===== src/rtl/fetch_decode_stage.sv =====
`default_nettype none
// ============================================================================
// Module      : fetch_decode_stage
// Description : PC owner, instruction fetch and IF/ID register with
//               immediate-select pre-decode for the immediate generator.
// Revision    : 1.0 - initial release
// ============================================================================
module fetch_decode_stage #(
    parameter logic [31:0] RESET_VECTOR = 32'h0000_0000,
    parameter logic [31:0] NOP_INS      = 32'h0000_0013
) (
    input  logic        clk,
    input  logic        rst_n,
    output logic [31:0] imem_addr,
    output logic        imem_req,
    input  logic [31:0] imem_rdata,
    input  logic        imem_ready,
    input  logic        id_stall,
    input  logic        redirect_valid,
    input  logic [31:0] redirect_pc,
    output logic        id_valid,
    output logic [31:0] id_pc,
    output logic [31:0] id_pc_plus4,
    output logic [31:0] id_ins,
    output logic [2:0]  id_imm_sel,
    output logic        id_illegal
);

    localparam logic [6:0] c_OP_IMM   = 7'b0010011;
    localparam logic [6:0] c_OP_LOAD  = 7'b0000011;
    localparam logic [6:0] c_OP_JALR  = 7'b1100111;
    localparam logic [6:0] c_OP_STORE = 7'b0100011;
    localparam logic [6:0] c_OP_BR    = 7'b1100011;
    localparam logic [6:0] c_OP_REG   = 7'b0110011;
    localparam logic [6:0] c_OP_LUI   = 7'b0110111;
    localparam logic [6:0] c_OP_AUIPC = 7'b0010111;
    localparam logic [6:0] c_OP_JAL   = 7'b1101111;
    localparam logic [6:0] c_OP_FENCE = 7'b0001111;
    localparam logic [6:0] c_OP_SYS   = 7'b1110011;

    localparam logic [2:0] c_SEL_I     = 3'b000;
    localparam logic [2:0] c_SEL_SHAMT = 3'b001;
    localparam logic [2:0] c_SEL_IU    = 3'b010;
    localparam logic [2:0] c_SEL_S     = 3'b011;
    localparam logic [2:0] c_SEL_B     = 3'b100;
    localparam logic [2:0] c_SEL_NONE  = 3'b111;

    // Returns {illegal, imm_sel}; unrecognised encodings fall to NONE + illegal.
    function automatic logic [3:0] f_decode(input logic [31:0] ins);
        logic [6:0] op;
        logic [2:0] f3;
        logic [3:0] res;
        op  = ins[6:0];
        f3  = ins[14:12];
        res = {1'b1, c_SEL_NONE};
        case (op)
            c_OP_IMM: begin
                if (f3 == 3'b001 || f3 == 3'b101)
                    res = {1'b0, c_SEL_SHAMT};
                else if (f3 == 3'b011)
                    res = {1'b0, c_SEL_IU};
                else
                    res = {1'b0, c_SEL_I};
            end
            c_OP_LOAD:  res = {1'b0, c_SEL_I};
            c_OP_JALR:  res = (f3 == 3'b000) ? {1'b0, c_SEL_I} : {1'b1, c_SEL_NONE};
            c_OP_STORE: res = {1'b0, c_SEL_S};
            c_OP_BR:    res = (f3 == 3'b010 || f3 == 3'b011) ? {1'b1, c_SEL_NONE}
                                                             : {1'b0, c_SEL_B};
            c_OP_REG, c_OP_LUI, c_OP_AUIPC,
            c_OP_JAL, c_OP_FENCE, c_OP_SYS:
                        res = {1'b0, c_SEL_NONE};
            default:    res = {1'b1, c_SEL_NONE};
        endcase
        return res;
    endfunction

    logic [31:0] r_pc;
    logic        r_id_valid;
    logic [31:0] r_id_pc;
    logic [31:0] r_id_pc_plus4;
    logic [31:0] r_id_ins;
    logic [2:0]  r_id_imm_sel;
    logic        r_id_illegal;

    logic [3:0]  w_dec;
    logic [31:0] w_pc_plus4;
    logic        w_unused;

    always_comb begin
        w_dec      = f_decode(imem_rdata);
        w_pc_plus4 = r_pc + 32'd4;
    end

    // Redirect targets are word-aligned by construction; the low bits are dropped.
    assign w_unused = &{1'b0, redirect_pc[1:0]};

    always_ff @(posedge clk) begin
        if (!rst_n) begin
            r_pc          <= RESET_VECTOR;
            r_id_valid    <= 1'b0;
            r_id_pc       <= 32'd0;
            r_id_pc_plus4 <= 32'd4;
            r_id_ins      <= NOP_INS;
            r_id_imm_sel  <= c_SEL_I;
            r_id_illegal  <= 1'b0;
        end else if (redirect_valid) begin
            r_pc          <= {redirect_pc[31:2], 2'b00};
            r_id_valid    <= 1'b0;
            r_id_ins      <= NOP_INS;
            r_id_imm_sel  <= c_SEL_I;
            r_id_illegal  <= 1'b0;
        end else if (!id_stall) begin
            if (imem_ready) begin
                r_pc          <= w_pc_plus4;
                r_id_valid    <= 1'b1;
                r_id_pc       <= r_pc;
                r_id_pc_plus4 <= w_pc_plus4;
                r_id_ins      <= imem_rdata;
                r_id_imm_sel  <= w_dec[2:0];
                r_id_illegal  <= w_dec[3];
            end else begin
                // Memory wait state: bubble, keep id_pc of the last real instruction.
                r_id_valid    <= 1'b0;
                r_id_ins      <= NOP_INS;
                r_id_imm_sel  <= c_SEL_I;
                r_id_illegal  <= 1'b0;
            end
        end
    end

    assign imem_addr   = r_pc;
    assign imem_req    = rst_n & ~id_stall;
    assign id_valid    = r_id_valid;
    assign id_pc       = r_id_pc;
    assign id_pc_plus4 = r_id_pc_plus4;
    assign id_ins      = r_id_ins;
    assign id_imm_sel  = r_id_imm_sel;
    assign id_illegal  = r_id_illegal;

endmodule
`default_nettype wire


===== config.mk =====
export PLATFORM = sky130hd
export DESIGN_NAME = fetch_decode_stage
export DESIGN_NICKNAME = d
export VERILOG_FILES = /design/src/rtl/fetch_decode_stage.sv
export SDC_FILE = /design/constraint.sdc
export NUM_CORES = 1
export LEC_CHECK = 0
export CAP_MARGIN = 20
export CORE_ASPECT_RATIO = 0.6
export CORE_MARGIN = 3
export CORE_UTILIZATION = 40
export DETAILED_ROUTE_END_ITERATION = 10
export HOLD_SLACK_MARGIN = 0.03
export MAX_ROUTING_LAYER = met4
export PLACE_DENSITY = 0.73
export SLEW_MARGIN = 0
export SYNTH_ARGS = -nofsm -noshare
export SYNTH_HDL_FRONTEND = slang
export SYNTH_SLANG_ARGS = --single-unit

===== constraint.sdc =====
create_clock -name clk -period 4.17 [get_ports clk]
set_clock_uncertainty 0.1 [all_clocks]
set_input_delay 0.834 -clock clk [delete_from_list [all_inputs] [get_ports clk]]
set_output_delay 0.834 -clock clk [all_outputs]
set_load 0.02 [all_outputs]

Word-level counts from Yosys, hierarchy flattened
Cells that the tools add are included.
Storage, ports and cells
  flip-flop bits (word level): 133
  bits in latches: 0
  bits in writable memories: 0
  memory bits (read-only): 0
  input bits: 69
  output and inout port bits: 134
  logic and storage cells: 50
  memories kept: 0
Cells by class
  add/subtract/negate cells: 1
  multipliers: 0
  divide/modulo/power cells: 0
  magnitude comparators: 0
  eq/ne operators: 16
  shifts and indexed selects: 0
  mux-type cells: 12
  bitwise logic cells: 4
  reduce and logical (&&, ||, !) cells: 9
Operator list (count)
  32-bit two-way mux: 4
  32-bit by 3-bit adder with 32-bit output (second input constant): 1
  7-bit == test (second input constant): 4
  4-bit one-hot mux with 6 select lines: 1
  7-bit by 6-bit == test with 1-bit output (second input constant): 3
  7-bit by 5-bit == test with 1-bit output (second input constant): 2
  4-bit two-way mux: 2
  7-bit by 2-bit == test with 1-bit output (second input constant): 1
  7-bit by 4-bit == test with 1-bit output (second input constant): 1
  3-bit by 2-bit == test with 1-bit output (second input constant): 2
  6-bit OR reduction: 1
  2-bit two-way mux: 2
  2-bit AND reduction: 2
  3-bit by 1-bit == test with 1-bit output (second input constant): 1
  3-bit == test (second input constant): 1
  3-bit zero test: 1
  3-bit two-way mux: 1
  1-bit NOT: 3
  3-bit AND reduction: 1
  1-bit logical OR: 2
  1-bit two-way mux: 2
  2-bit by 1-bit != test with 1-bit output (second input constant): 1
  2-bit nonzero test: 1
  2-bit OR reduction: 1
  1-bit AND: 1

Logic depth before layout (Yosys ltp)
  word-level depth: 5
  mapped depth: 7
  depth with buffers taken out: 6

Worst setup path after synthesis
OpenSTA, ideal clock, no wires.
  kind: input to output
  from: input port id_stall
  to: output port imem_req
  arrival time: 1.492 ns
  required time: 3.236 ns
  setup slack: 1.744 ns
  cell stages on the path: 3
  buffers on the path: 2
  cells stage by stage: buf_2 -> buf_1 -> nor2_1
On the way
  word-level cells in the longest chain between the ends: 2
Ends and longest elaborated chain
  from (decl): line 18  | input logic id_stall,
  1-bit NOT (no line)
  1-bit AND: line 133  | assign imem_req = rst_n & ~id_stall;
  to (decl): line 15  | output logic imem_req,
No other way between the ends.

Final worst setup path
Same ends and word-level chain as after synthesis.

==> results.cfg <==
[run_status]
run_status = finished clean

[synthesis]
post-synth-top-area-fraction = 0.4616
synth_ff_type = dfxtp_1
post_synth_edffs = 0
synthesis_stage_register_bit_count = 127
post_synth_instance_area_um2 = 5508
avgSynthCellArea_um2 = 8.307
largest_cells_by_area_after_synthesis = dfxtp_1 (46%), a21oi_1 (7.4%), nand2_1 (6.1%)
synth.yosys.seq_area_share = 0.4616
synth_async_sr_flop_share = 0
yosys.cell_types.count = 49
yosysWarnings = 0
synthCells = 663
synth_top_area_cell = dfxtp_1

[timing]
totalNegativeSetupSlack_ns = 0
final-setup-viol-count = 0
layout_worst_path_cycle_share = 0.8143
grt_setup_unrepaired = no
timing_hold_violations_final = 0
worst_slew_margin_rel = 0.5864
max_freq_ghz = 0.2945
final_max_slew_viol_count = 0
worst-slew-pin-transition_ns = 0.6185
final_critical_path_setup_slack_ns = 0.7745
layout_min_cycle_time_ns = 3.395

[placed_design]
dp.final_hpwl_um = 12620
placedCellCount = 980
gp_congestion = 0.8320
place_area_um2 = 7501
worst_setup_slack_before_clock_tree_synthesis_ns = 0.7153
place.port_buffers = 194

[setup_path]
crit_path_max_incr_delay_ns = 0.73
crit_path_top_delay_cell = clkdlybuf4s50_1
critical_path_most_common_cell = clkdlybuf4s50_1
reg2reg_to = imem_addr[23]$_SDFFE_PN0P_
critPathTopFamily = buffers and inverters
cp-startpoint = id_stall
worst_setup_path_start_kind = primary input
setup.worst_path.end_class = output pin
worstPathBufferInverterCount = 2
critPathMaxFanout = 9
timing_worst_setup_path_type = in -> out
r2r_worst_path_depth = 5
r2r_slack_ns = 1.93
required_time_at_the_endpoint_of_the_critical_path_ns = 3.24
cell_breakdown_of_the_critical_path = clkdlybuf4s50_1 > nor2_1 > clkdlybuf4s50_1
critPathArrivalTime_ns = 2.46
worstReg2RegStart = imem_addr[6]$_SDFFE_PN0P_

[min_path]
min_delay_worst_endpoint = id_pc[22]$_SDFFE_PN0P_
hold_start = id_pc[22]$_SDFFE_PN0P_
hold-path-cell-count = 2
min-delay-path-class = reg -> reg

[layout]
antenna_cells_inserted = 0
flow.area_growth_from_synthesis_pct = 48.27
num-nets-final = 899
fin_cells = 1012
finish.instance_area_um2 = 8167
drive_above_1_share = 0.06413

[routing]
post_drt_wl_per_cell_um = 17.66
detail_route.iter0.violations = 298
drtAntennaViolNets = 0
remaining_drc_errors = 0
num_vias = 5449
routed_wire_length_um = 17870
detailedRoute.firstPassIterationCount = 4
route.detailed.vias_per_inst = 5.384

[cts]
clock_sinks = 127
post_cts_resized = 0
cts_htree_levels = 4
cts.clk_slew.worst_paths_ns = 0.06
cts_setup_buffers = 0
cts_buffer_depth = 2
cts_buffers = 17
cts_tree = built
clock_insertion_delay_at_the_later_pin_of_the_skew_report_ns = 0.41
root_buffer = clkbuf_16
holdBufCountCts = 0

[pwr]
vdd_ir_drop_max_mv = 0.2588
p_sw_w = 0.0008465
internal_power_w = 0.002545
netSwitchingFraction = 0.2496
share_seq_of_total_power = 0.390
pwr-share-clk = 0.489
power.static_leakage_nw = 2.831
power_frac_comb = 0.121
power_per_cell_area_nw_per_um2 = 415.3

[floorplan]
floorplan.io_pins = 203
chipWidth_um = 157.5
placementRows = 32
die_area_um2 = 15260
dieHeight_um = 96.90
start_util = 0.4194
placeableCoreArea_um2 = 13130

[run]
drv.max_cap_violation_count = 0

[global_routing]
grt_antenna_before_repair = 0
grt_remaining_overflow = 0
first_pass_grt_wire_length_um = 28320
first_global_vias = 5365
pin_count_of_the_biggest_net_entering_global_routing = 59
global_route.usage.total = 0.2376
layer usage:
metal | part of all wire | global-route usage | vias up
li1 | - | - | 2627
met1 | 0.48 | 0.3317 | 2593
met2 | 0.44 | 0.3495 | 218
met3 | 0.076 | 0.05767 | 11
met4 | 0.0066 | 0.05333 | 0
met5 | 0 | - | -
sequential cells by signal (all words and copies together), names as in the netlist:
name / flops
id_pc: 30
id_illegal: 1
id_pc_plus4: 30
id_valid: 1
id_imm_sel: 3
id_ins: 32
imem_addr: 30
worst max-delay path by stage:
stage	to	slack, ns	depth (start not counted)
finish	imem_req	0.77	3
global route	imem_req	0.72	3
CTS	imem_req	0.79	3
detailed placement	imem_addr[26]$_SDFFE_PN0P_	0.72	6
global placement	imem_addr[26]$_SDFFE_PN0P_	0.81	6
floorplan	imem_req	1.74	3
kinds of logic (layout without fill, tap and decap cells):
logic type               Yosys count  after routing  share of synthesized area
AND/OR/NAND/NOR                  225            225                     0.1949
adder cells (fa/ha/maj)            1              1                   0.002271
XOR/XNOR                          56             56                    0.08905
buffers and inverters             66            240                    0.05429
multiplexers                       3              3                   0.005679
other                              1              6                  0.0006809
AO/OA/AOI/OAI                    184            184                     0.1915
flip-flops                       127            127                     0.4616
cell type report:
type	count	area [um2]
Clock inverter	14	226.5
Clock buffer	18	439.2
Fill cell	1146	4966
Inverter	3	11.26
Tap cell	170	212.7
Multi-Input combinational cell	475	2698
Sequential cell	127	2542
Timing Repair Buffer	205	2037
power by group through the flow:
| stage | Sequential, W | Clock (W) | Combinational [W] |
|---|---|---|---|
| 3_3_place_gp | 0.00135 | 0 | 0.000398 |
| 5_1_grt | 0.00133 | 0.00175 | 0.000437 |
| 4_1_cts | 0.00132 | 0.00168 | 0.000410 |
| 6_report | 0.00132 | 0.00166 | 0.000409 |
| 2_1_floorplan | 0.00138 | 0 | 0.000166 |
| 3_5_place_dp | 0.00135 | 0 | 0.000406 |
synthesized netlist by cell type (all sizes together) (3+ instances only):
| library cell | number |
|---|---|
| nand2 | 89 |
| nand4 | 13 |
| and3 | 8 |
| a21oi | 81 |
| xor2 | 30 |
| clkbuf | 33 |
| nand2b | 3 |
| o21ai | 50 |
| nand3 | 27 |
| nor3 | 9 |
| nor2 | 58 |
| dfxtp | 127 |
| o22ai | 6 |
| a211oi | 9 |
| a22oi | 29 |
| buf | 30 |
| and4 | 8 |
| xnor2 | 26 |
| nor4 | 3 |
through the flow:
step / power, W / utilization / hold slack [ns]
2_1_floorplan: 0.001546 / - / 0.4344
3_3_place_gp: 0.001744 / 0.5712 / 0.3416
3_5_place_dp: 0.001755 / 0.5712 / 0.3465
4_1_cts: 0.003414 / 0.6219 / 0.3547
5_1_grt: 0.003515 / 0.6219 / 0.3780
6_report: 0.003391 / 0.6219 / 0.3542
layout by cell type, fill, tap and decap left out, types with 17 or more instances in the layout:
cell / Yosys / routed
nand2_1: 89 / 89
nand3_1: 26 / 26
a21oi_1: 81 / 81
nor2_1: 57 / 57
dfxtp_1: 127 / 127
o21ai_0: 49 / 49
a22oi_1: 29 / 29
xor2_1: 30 / 30
clkbuf_16: 0 / 17
clkdlybuf4s50_1: 0 / 194
xnor2_1: 26 / 26
worst reg2reg max path: cells and delay by family, from the launching register on:
kind | cells | cell delay [ns]
AO/OA/AOI/OAI | 1 | 0.14
XOR/XNOR | 1 | 0.29
flip-flops | 1 | 0.52
AND/OR/NAND/NOR | 3 | 1.05
Note: power is estimated with default switching activity, not from simulation.
